File: src/rtl/axis_irq_rsp_arb_if.sv
`timescale 1ns/1ps
`default_nettype none
// +----------------------------------------------------------------------------+
// | Module      : axis_irq_rsp_arb_if                                           |
// | Description : Bundle of the IRQ response arbiter handshake signals: the     |
// |               NUM_SRC source-side AXI-Stream lanes and the single merged    |
// |               sink-side stream with its source index.                       |
// |   s_tvalid [NUM_SRC]              per-source valid                          |
// |   s_tdata  [NUM_SRC*TDATA_WIDTH]  per-source beat, source i at i*DW         |
// |   s_tready [NUM_SRC]              per-source ready (one-hot or zero)        |
// |   m_tvalid / m_tdata / m_tsrc     merged output beat and its source index   |
// |   m_tready                        sink ready                                |
// |   Modport slave  : the arbiter's view (consumes sources, drives the sink).  |
// |   Modport master : the environment's view (drives sources, is the sink).    |
// | Revision    : 1.0 - initial release                                         |
// +----------------------------------------------------------------------------+
interface axis_irq_rsp_arb_if #(
  parameter int NUM_SRC     = 4,
  parameter int TDATA_WIDTH = 32
);
  localparam int SRC_W = $clog2(NUM_SRC);

  logic [NUM_SRC-1:0]             s_tvalid;
  logic [NUM_SRC*TDATA_WIDTH-1:0] s_tdata;
  logic [NUM_SRC-1:0]             s_tready;
  logic                           m_tvalid;
  logic [TDATA_WIDTH-1:0]         m_tdata;
  logic [SRC_W-1:0]               m_tsrc;
  logic                           m_tready;

  modport slave (
    input  s_tvalid,
    input  s_tdata,
    output s_tready,
    output m_tvalid,
    output m_tdata,
    output m_tsrc,
    input  m_tready
  );

  modport master (
    output s_tvalid,
    output s_tdata,
    input  s_tready,
    input  m_tvalid,
    input  m_tdata,
    input  m_tsrc,
    output m_tready
  );
endinterface
`default_nettype wire

File: src/rtl/axis_irq_rsp_arb.sv
`timescale 1ns/1ps
`default_nettype none
// +----------------------------------------------------------------------------+
// | Module      : axis_irq_rsp_arb                                              |
// | Description : Per-beat round-robin arbiter merging NUM_SRC single-beat      |
// |               AXI-Stream IRQ response sources onto one registered output    |
// |               stream. Reports the source index of each beat and keeps a    |
// |               saturating count of beats accepted by the sink.               |
// | Ports       :                                                               |
// |   clk      in   block clock shared by all sources and the sink             |
// |   rst      in   asynchronous active-high reset                              |
// |   bus      if   handshake bundle (slave modport), see axis_irq_rsp_arb_if   |
// |   fwd_cnt  out  saturating count of sink handshakes                         |
// | Revision    : 1.0 - initial release                                         |
// +----------------------------------------------------------------------------+
module axis_irq_rsp_arb #(
  parameter int NUM_SRC     = 4,
  parameter int TDATA_WIDTH = 32,   // IRQ response beat width
  parameter int CNT_W       = 16
) (
  input  logic               clk,
  input  logic               rst,
  axis_irq_rsp_arb_if.slave  bus,
  output logic [CNT_W-1:0]   fwd_cnt
);

  localparam int SRC_W = $clog2(NUM_SRC);
  // One extra bit so rr_ptr + offset never overflows before the modulo fold.
  localparam int IDX_W = SRC_W + 1;
  localparam logic [SRC_W-1:0] LAST_SRC = SRC_W'(NUM_SRC - 1);

  // Registered state
  logic                   m_tvalid_q;
  logic [TDATA_WIDTH-1:0] m_tdata_q;
  logic [SRC_W-1:0]       m_tsrc_q;
  logic [SRC_W-1:0]       rr_ptr;
  logic [CNT_W-1:0]       cnt_q;

  // Combinational arbitration results
  logic                   load_en;
  logic                   any_valid;
  logic [SRC_W-1:0]       grant;
  logic [IDX_W-1:0]       cand;
  logic [SRC_W-1:0]       nxt_ptr;
  logic [NUM_SRC-1:0]     ready;
  logic [TDATA_WIDTH-1:0] sel_data;
  logic                   take;
  logic                   sink_hs;

  // The output register can accept a new beat when empty or being drained.
  assign load_en = ~m_tvalid_q | bus.m_tready;

  // Search from rr_ptr upward, folding indices back into 0..NUM_SRC-1 so a
  // non-power-of-2 source count never produces an out-of-range candidate.
  always_comb begin
    any_valid = 1'b0;
    grant     = '0;
    cand      = '0;
    for (int k = 0; k < NUM_SRC; k++) begin
      cand = IDX_W'(rr_ptr) + IDX_W'(k);
      if (cand >= IDX_W'(NUM_SRC)) begin
        cand = cand - IDX_W'(NUM_SRC);
      end
      if (!any_valid && bus.s_tvalid[cand[SRC_W-1:0]]) begin
        any_valid = 1'b1;
        grant     = cand[SRC_W-1:0];
      end
    end
  end

  // Ready is forced low while reset is asserted even though the output
  // register already reads empty, so no source sees a spurious handshake.
  always_comb begin
    ready = '0;
    if (load_en && any_valid && !rst) begin
      ready[grant] = 1'b1;
    end
  end

  assign bus.s_tready = ready;
  assign take         = load_en & any_valid;
  assign sink_hs      = m_tvalid_q & bus.m_tready;
  assign nxt_ptr      = (grant == LAST_SRC) ? '0 : grant + 1'b1;

  // Data mux of the granted lane; only loaded into the register on a take.
  always_comb begin
    sel_data = '0;
    for (int k = 0; k < NUM_SRC; k++) begin
      if (grant == SRC_W'(k)) begin
        sel_data = bus.s_tdata[k*TDATA_WIDTH +: TDATA_WIDTH];
      end
    end
  end

  // Output register stage and round-robin pointer
  always_ff @(posedge clk or posedge rst) begin
    if (rst) begin
      m_tvalid_q <= 1'b0;
      m_tdata_q  <= '0;
      m_tsrc_q   <= '0;
      rr_ptr     <= '0;
    end else if (load_en) begin
      if (take) begin
        m_tvalid_q <= 1'b1;
        m_tdata_q  <= sel_data;
        m_tsrc_q   <= grant;
        rr_ptr     <= nxt_ptr;
      end else begin
        // Nothing to forward: drop valid, data and index are don't-care.
        m_tvalid_q <= 1'b0;
      end
    end
  end

  // Saturating forwarded-beat counter
  always_ff @(posedge clk or posedge rst) begin
    if (rst) begin
      cnt_q <= '0;
    end else if (sink_hs && !(&cnt_q)) begin
      cnt_q <= cnt_q + 1'b1;
    end
  end

  assign bus.m_tvalid = m_tvalid_q;
  assign bus.m_tdata  = m_tdata_q;
  assign bus.m_tsrc   = m_tsrc_q;
  assign fwd_cnt      = cnt_q;

endmodule
`default_nettype wire

File: src/flat_wrapper.sv
// flat-port wrapper written by rule: the top's interface ports become plain ports
module axis_irq_rsp_arb_flat 
#(
  parameter int NUM_SRC     = 4,
  parameter int TDATA_WIDTH = 32,                             
  parameter int CNT_W       = 16
)
  (clk, rst, fwd_cnt, bus_s_tvalid, bus_s_tdata, bus_s_tready, bus_m_tvalid, bus_m_tdata, bus_m_tsrc, bus_m_tready);
  axis_irq_rsp_arb_if #(.NUM_SRC(NUM_SRC), .TDATA_WIDTH(TDATA_WIDTH)) bus_i ();
  input  logic clk;
  input  logic rst;
  output logic [CNT_W-1:0] fwd_cnt;
  input wire logic [$bits(bus_i.s_tvalid)-1:0] bus_s_tvalid;
  input wire logic [$bits(bus_i.s_tdata)-1:0] bus_s_tdata;
  output wire logic [$bits(bus_i.s_tready)-1:0] bus_s_tready;
  output wire logic [$bits(bus_i.m_tvalid)-1:0] bus_m_tvalid;
  output wire logic [$bits(bus_i.m_tdata)-1:0] bus_m_tdata;
  output wire logic [$bits(bus_i.m_tsrc)-1:0] bus_m_tsrc;
  input wire logic [$bits(bus_i.m_tready)-1:0] bus_m_tready;
  assign bus_i.s_tvalid = bus_s_tvalid;
  assign bus_i.s_tdata = bus_s_tdata;
  assign bus_s_tready = bus_i.s_tready;
  assign bus_m_tvalid = bus_i.m_tvalid;
  assign bus_m_tdata = bus_i.m_tdata;
  assign bus_m_tsrc = bus_i.m_tsrc;
  assign bus_i.m_tready = bus_m_tready;
  axis_irq_rsp_arb #(.NUM_SRC(NUM_SRC), .TDATA_WIDTH(TDATA_WIDTH), .CNT_W(CNT_W)) u_core (.clk(clk), .rst(rst), .bus(bus_i), .fwd_cnt(fwd_cnt));
endmodule
File: config.mk
export PLATFORM = sky130hd
export DESIGN_NAME = axis_irq_rsp_arb_flat
export DESIGN_NICKNAME = d
export VERILOG_FILES = /design/src/rtl/axis_irq_rsp_arb_if.sv /design/src/rtl/axis_irq_rsp_arb.sv /design/src/flat_wrapper.sv
export SDC_FILE = /design/constraint.sdc
export NUM_CORES = 1
export LEC_CHECK = 0
export ABC_CLOCK_PERIOD_IN_PS = 4000
export BUFFER_PORTS_ARGS = -buffer_cell sky130_fd_sc_hd__clkbuf_2
export CAP_MARGIN = 20
export CORE_ASPECT_RATIO = 2
export CORE_MARGIN = 4
export CORE_UTILIZATION = 44
export CTS_BUF_LIST = sky130_fd_sc_hd__clkbuf_4 sky130_fd_sc_hd__clkbuf_8 sky130_fd_sc_hd__clkbuf_16
export DETAILED_ROUTE_END_ITERATION = 16
export PLACE_DENSITY = 0.81
export REMOVE_ABC_BUFFERS = 1
export SLEW_MARGIN = 5
export SYNTH_ARGS = -nofsm -noshare
export SYNTH_HDL_FRONTEND = slang
export SYNTH_SLANG_ARGS = --single-unit
File: constraint.sdc
create_clock -name clk -period 4 [get_ports clk]
set_input_delay 0.8 -clock clk [delete_from_list [all_inputs] [get_ports clk]]
set_output_delay 0.8 -clock clk [all_outputs]
set_load 0.05 [all_outputs]
==> results_dict.tcl <==
set metrics [dict create \
    status "complete, no violations" \
    clk_pin_slew_ps 80 \
    dp.cells 618 \
    seq_area_frac_synth_pct 41.4 \
    leakage_nw 2.31 \
    placed_area_um2 4210 \
    core_um2 6990 \
    via_count 3540 \
    cts_buffers 5 \
    drv_slew 0 \
    syn_area_per_cell_um2 8.88 \
    crit_chain "clkbuf_2, inv_1, a22o_1, a211oi_1, inv_1, ha_1, and3_1, clkbuf_2" \
    synthTopCellsByCount "dfrtp_1 (53), nand2_1 (41), inv_1 (40), nor2_1 (35), a31oi_1 (32)" \
    initial_core_util_pct 45.8 \
    synth_compound_area_share_pct 27.5 \
    avgRoutedWirePerCell_um 16.7 \
    r2r_start "u_core.rr_ptr[0]" \
    fin_nets 675 \
    syn_to_final_growth_pct 35.9 \
    cts_tree "built" \
    clock_path_buffers 2 \
    worstSetupStartpointType "primary input" \
    vdd.ir_drop.worst_v 0.000343 \
    report.power.total_mw 3.10 \
    clock_power_share_pct 14.1 \
    synth_adder_area_share_pct 1.95 \
    antenna_cells 0 \
    drt_first_pass_iters 5 \
    grt_max_degree 65 \
    track_usage_pct 24.0 \
    period_minus_slack_ps 3380 \
    design_area_um2 4360 \
    post_cts_buffers 0 \
    min_period_over_period_pct 84.5 \
    dp_hpwl_um 8050 \
    fp-row-count 43 \
    yosysMostFrequentCell "dfrtp_1" \
    dieWidth_um 68.4 \
    hp-start "u_core.fwd_cnt[15]" \
    min_path_type "reg -> reg" \
    power_frac_comb_pct 57.7 \
    grt_pass1_vias 3525 \
    slowest_stage "a211oi_1" \
    whs_ps 522 \
    detail_route.vias_per_cell 5.65 \
    skew_ps 10.9 \
    yosysTopAreaCell "dfrtp_1" \
    synth_top_area_share_pct 41.4 \
    clock_latency_ps 290 \
    cts-resized-gates 0 \
    worst-path-buf-inv 4 \
    muxShareOfSynthArea_pct 1.48 \
    swShare_pct 51.5 \
    grtUsageMet2_pct 42.8 \
    grt_setup_unrepaired "no" \
    register_area_um2 1330 \
    drc 0 \
    gr-max-usage-layer "met2" \
    synthTopCellsByArea "dfrtp_1 (41%), a211o_1 (8.5%), a221oi_1 (8.5%)" \
    drv_cap 0 \
    dieHeight_um 129 \
    crit_path_end_kind "primary output" \
    grt_antenna_before_repair 0 \
    worst_pin_slew_ps 990 \
    ys.flop_type "dfrtp_1" \
    worstSetupStartpoint "bus_s_tvalid[3]" \
    synth_top_family_by_area "compound AO/OA/AOI/OAI gates" \
    fillers 625 \
    pwr-share-seq_pct 28.2 \
    grt_pass1_wl_um 16500 \
    drt-initial-drc-count 179 \
    required_ps 3200 \
    use_met1_pct 26.7 \
    worstPathArrival_ps 2580 \
    synth_cells 361 \
    synthXorXnorAreaFrac_pct 3.83 \
    async_flop_share_pct 100 \
    use_met3_pct 3.32 \
    crit_fanout 5 \
    cts_hold_buffers 0 \
    finalSetupTns_ps 0 \
    p_int_mw 1.50 \
    ys_ff_latch 53 \
    drive_above_1_share_pct 40.3 \
    netlist_area_um2 3210 \
    die_area_um2 8800 \
    cpPeakStageDelay_ps 590 \
    h-tree-depth 2 \
    synth-edff-count 0 \
    ant_nets 0 \
    critPathKind "in -> out" \
    yosys_warnings 0 \
    finalSetupViolCount 0 \
    gp_congestion 0.877 \
    clock_sinks 53 \
    totalWireLength_um 10500 \
    yosys.area_share.simple_pct 15.7 \
    path_delay_family "compound AO/OA/AOI/OAI gates" \
    max_freq_mhz 296 \
    overflow 0 \
    clockRootBuffer "clkbuf_16" \
    instances_no_fill 626 \
    powerDensity_nw_per_um2 712 \
    hold_violations 0 \
    max_slew_margin_pct 33.8 \
    yosysUniqueCellTypes 38 \
    placement.io_buffers 189 \
    power.net_switching_mw 1.60 \
    multi_input_area_um2 1630 \
    pin_count 190 \
]
-- sequential cells by signal, summed over array words and instances, names as in the netlist --
name,flops
u_core.bus.m_tdata,32
u_core.bus.m_tvalid,1
u_core.fwd_cnt,16
u_core.rr_ptr,2
u_core.bus.m_tsrc,2
-- cell usage in the layout, fill, tap and decap left out, types with 4 or more instances in the layout --
cell / Yosys / routed
clkbuf_2: 0 / 189
dfrtp_1: 53 / 53
nand2_1: 41 / 41
inv_1: 40 / 39
nor2_1: 35 / 35
a31oi_1: 32 / 32
a221oi_1: 31 / 31
a211o_1: 31 / 31
xor2_1: 8 / 8
nand4_1: 6 / 6
xnor2_1: 6 / 6
o21ai_0: 6 / 6
buf_4: 0 / 6
and3_1: 5 / 5
a21oi_1: 5 / 5
clkbuf_16: 0 / 5
nor4_1: 4 / 4
-- worst reg2reg max path, stage by stage (launching register included) --
cell and delay [ps]:
dfrtp_1 350, inv_1 70, a22o_1 200, a211oi_1 590
ha_1 330, buf_4 360, nor2b_2 90, buf_4 250
a221oi_1 320, a211o_1 150, a31oi_1 90
-- cell families after synthesis --
family,Yosys count
XOR/XNOR,14
AND/OR/NAND/NOR,106
AO/OA/AOI/OAI,111
flip-flops,53
adder cells (fa/ha/maj),5
multiplexers,4
buffers and inverters,68
-- through the flow --
| step | worst slack, ps | utilization, % |
|---|---|---|
| floorplan | -173 | - |
| global placement | 660 | 60.2 |
| detailed placement | 436 | 60.2 |
| CTS | 625 | 62.3 |
| global route | 454 | 62.3 |
| finish | 621 | 62.3 |
-- power by group through the flow --
stage               Clock, mW  Combinational [mW]  Sequential, mW
finish                  0.437                1.79           0.874
global placement            0                1.76           0.872
detailed placement          0                1.81           0.880
global route            0.464                1.92           0.896
floorplan                   0               0.707            1.49
CTS                     0.450                1.81           0.873
-- layer usage --
| metal | routed length, um | up-vias |
|---|---|---|
| li1 | - | 1662 |
| met1 | 3570 | 1666 |
| met2 | 5800 | 178 |
| met3 | 695 | 34 |
| met4 | 412 | 0 |
| met5 | 0 | - |
-- cell type report --
cell class,instances,area share [%]
Clock buffer,5,2.87
Inverter,40,3.45
Sequential cell,53,30.5
Timing Repair Buffer,195,22.8
Tap cell,90,2.59
Clock inverter,3,0.488
Multi-Input combinational cell,240,37.4
-- final timing paths --
kind / endpoint / slack (ps) / cells past startpoint
setup / recovery: bus_s_tready[0] / 620 / 8
hold / removal: u_core.fwd_cnt[15] / 520 / 1
setup reg to reg: u_core.bus.m_tdata[25] / 1020 / 10
hold reg to reg: u_core.fwd_cnt[15] / 520 / 1
max in group asynchronous: u_core.bus.m_tvalid / 2610 / 3
min in group asynchronous: u_core.bus.m_tdata[30] / 530 / 2
Note: power is estimated with default switching activity, not from simulation.
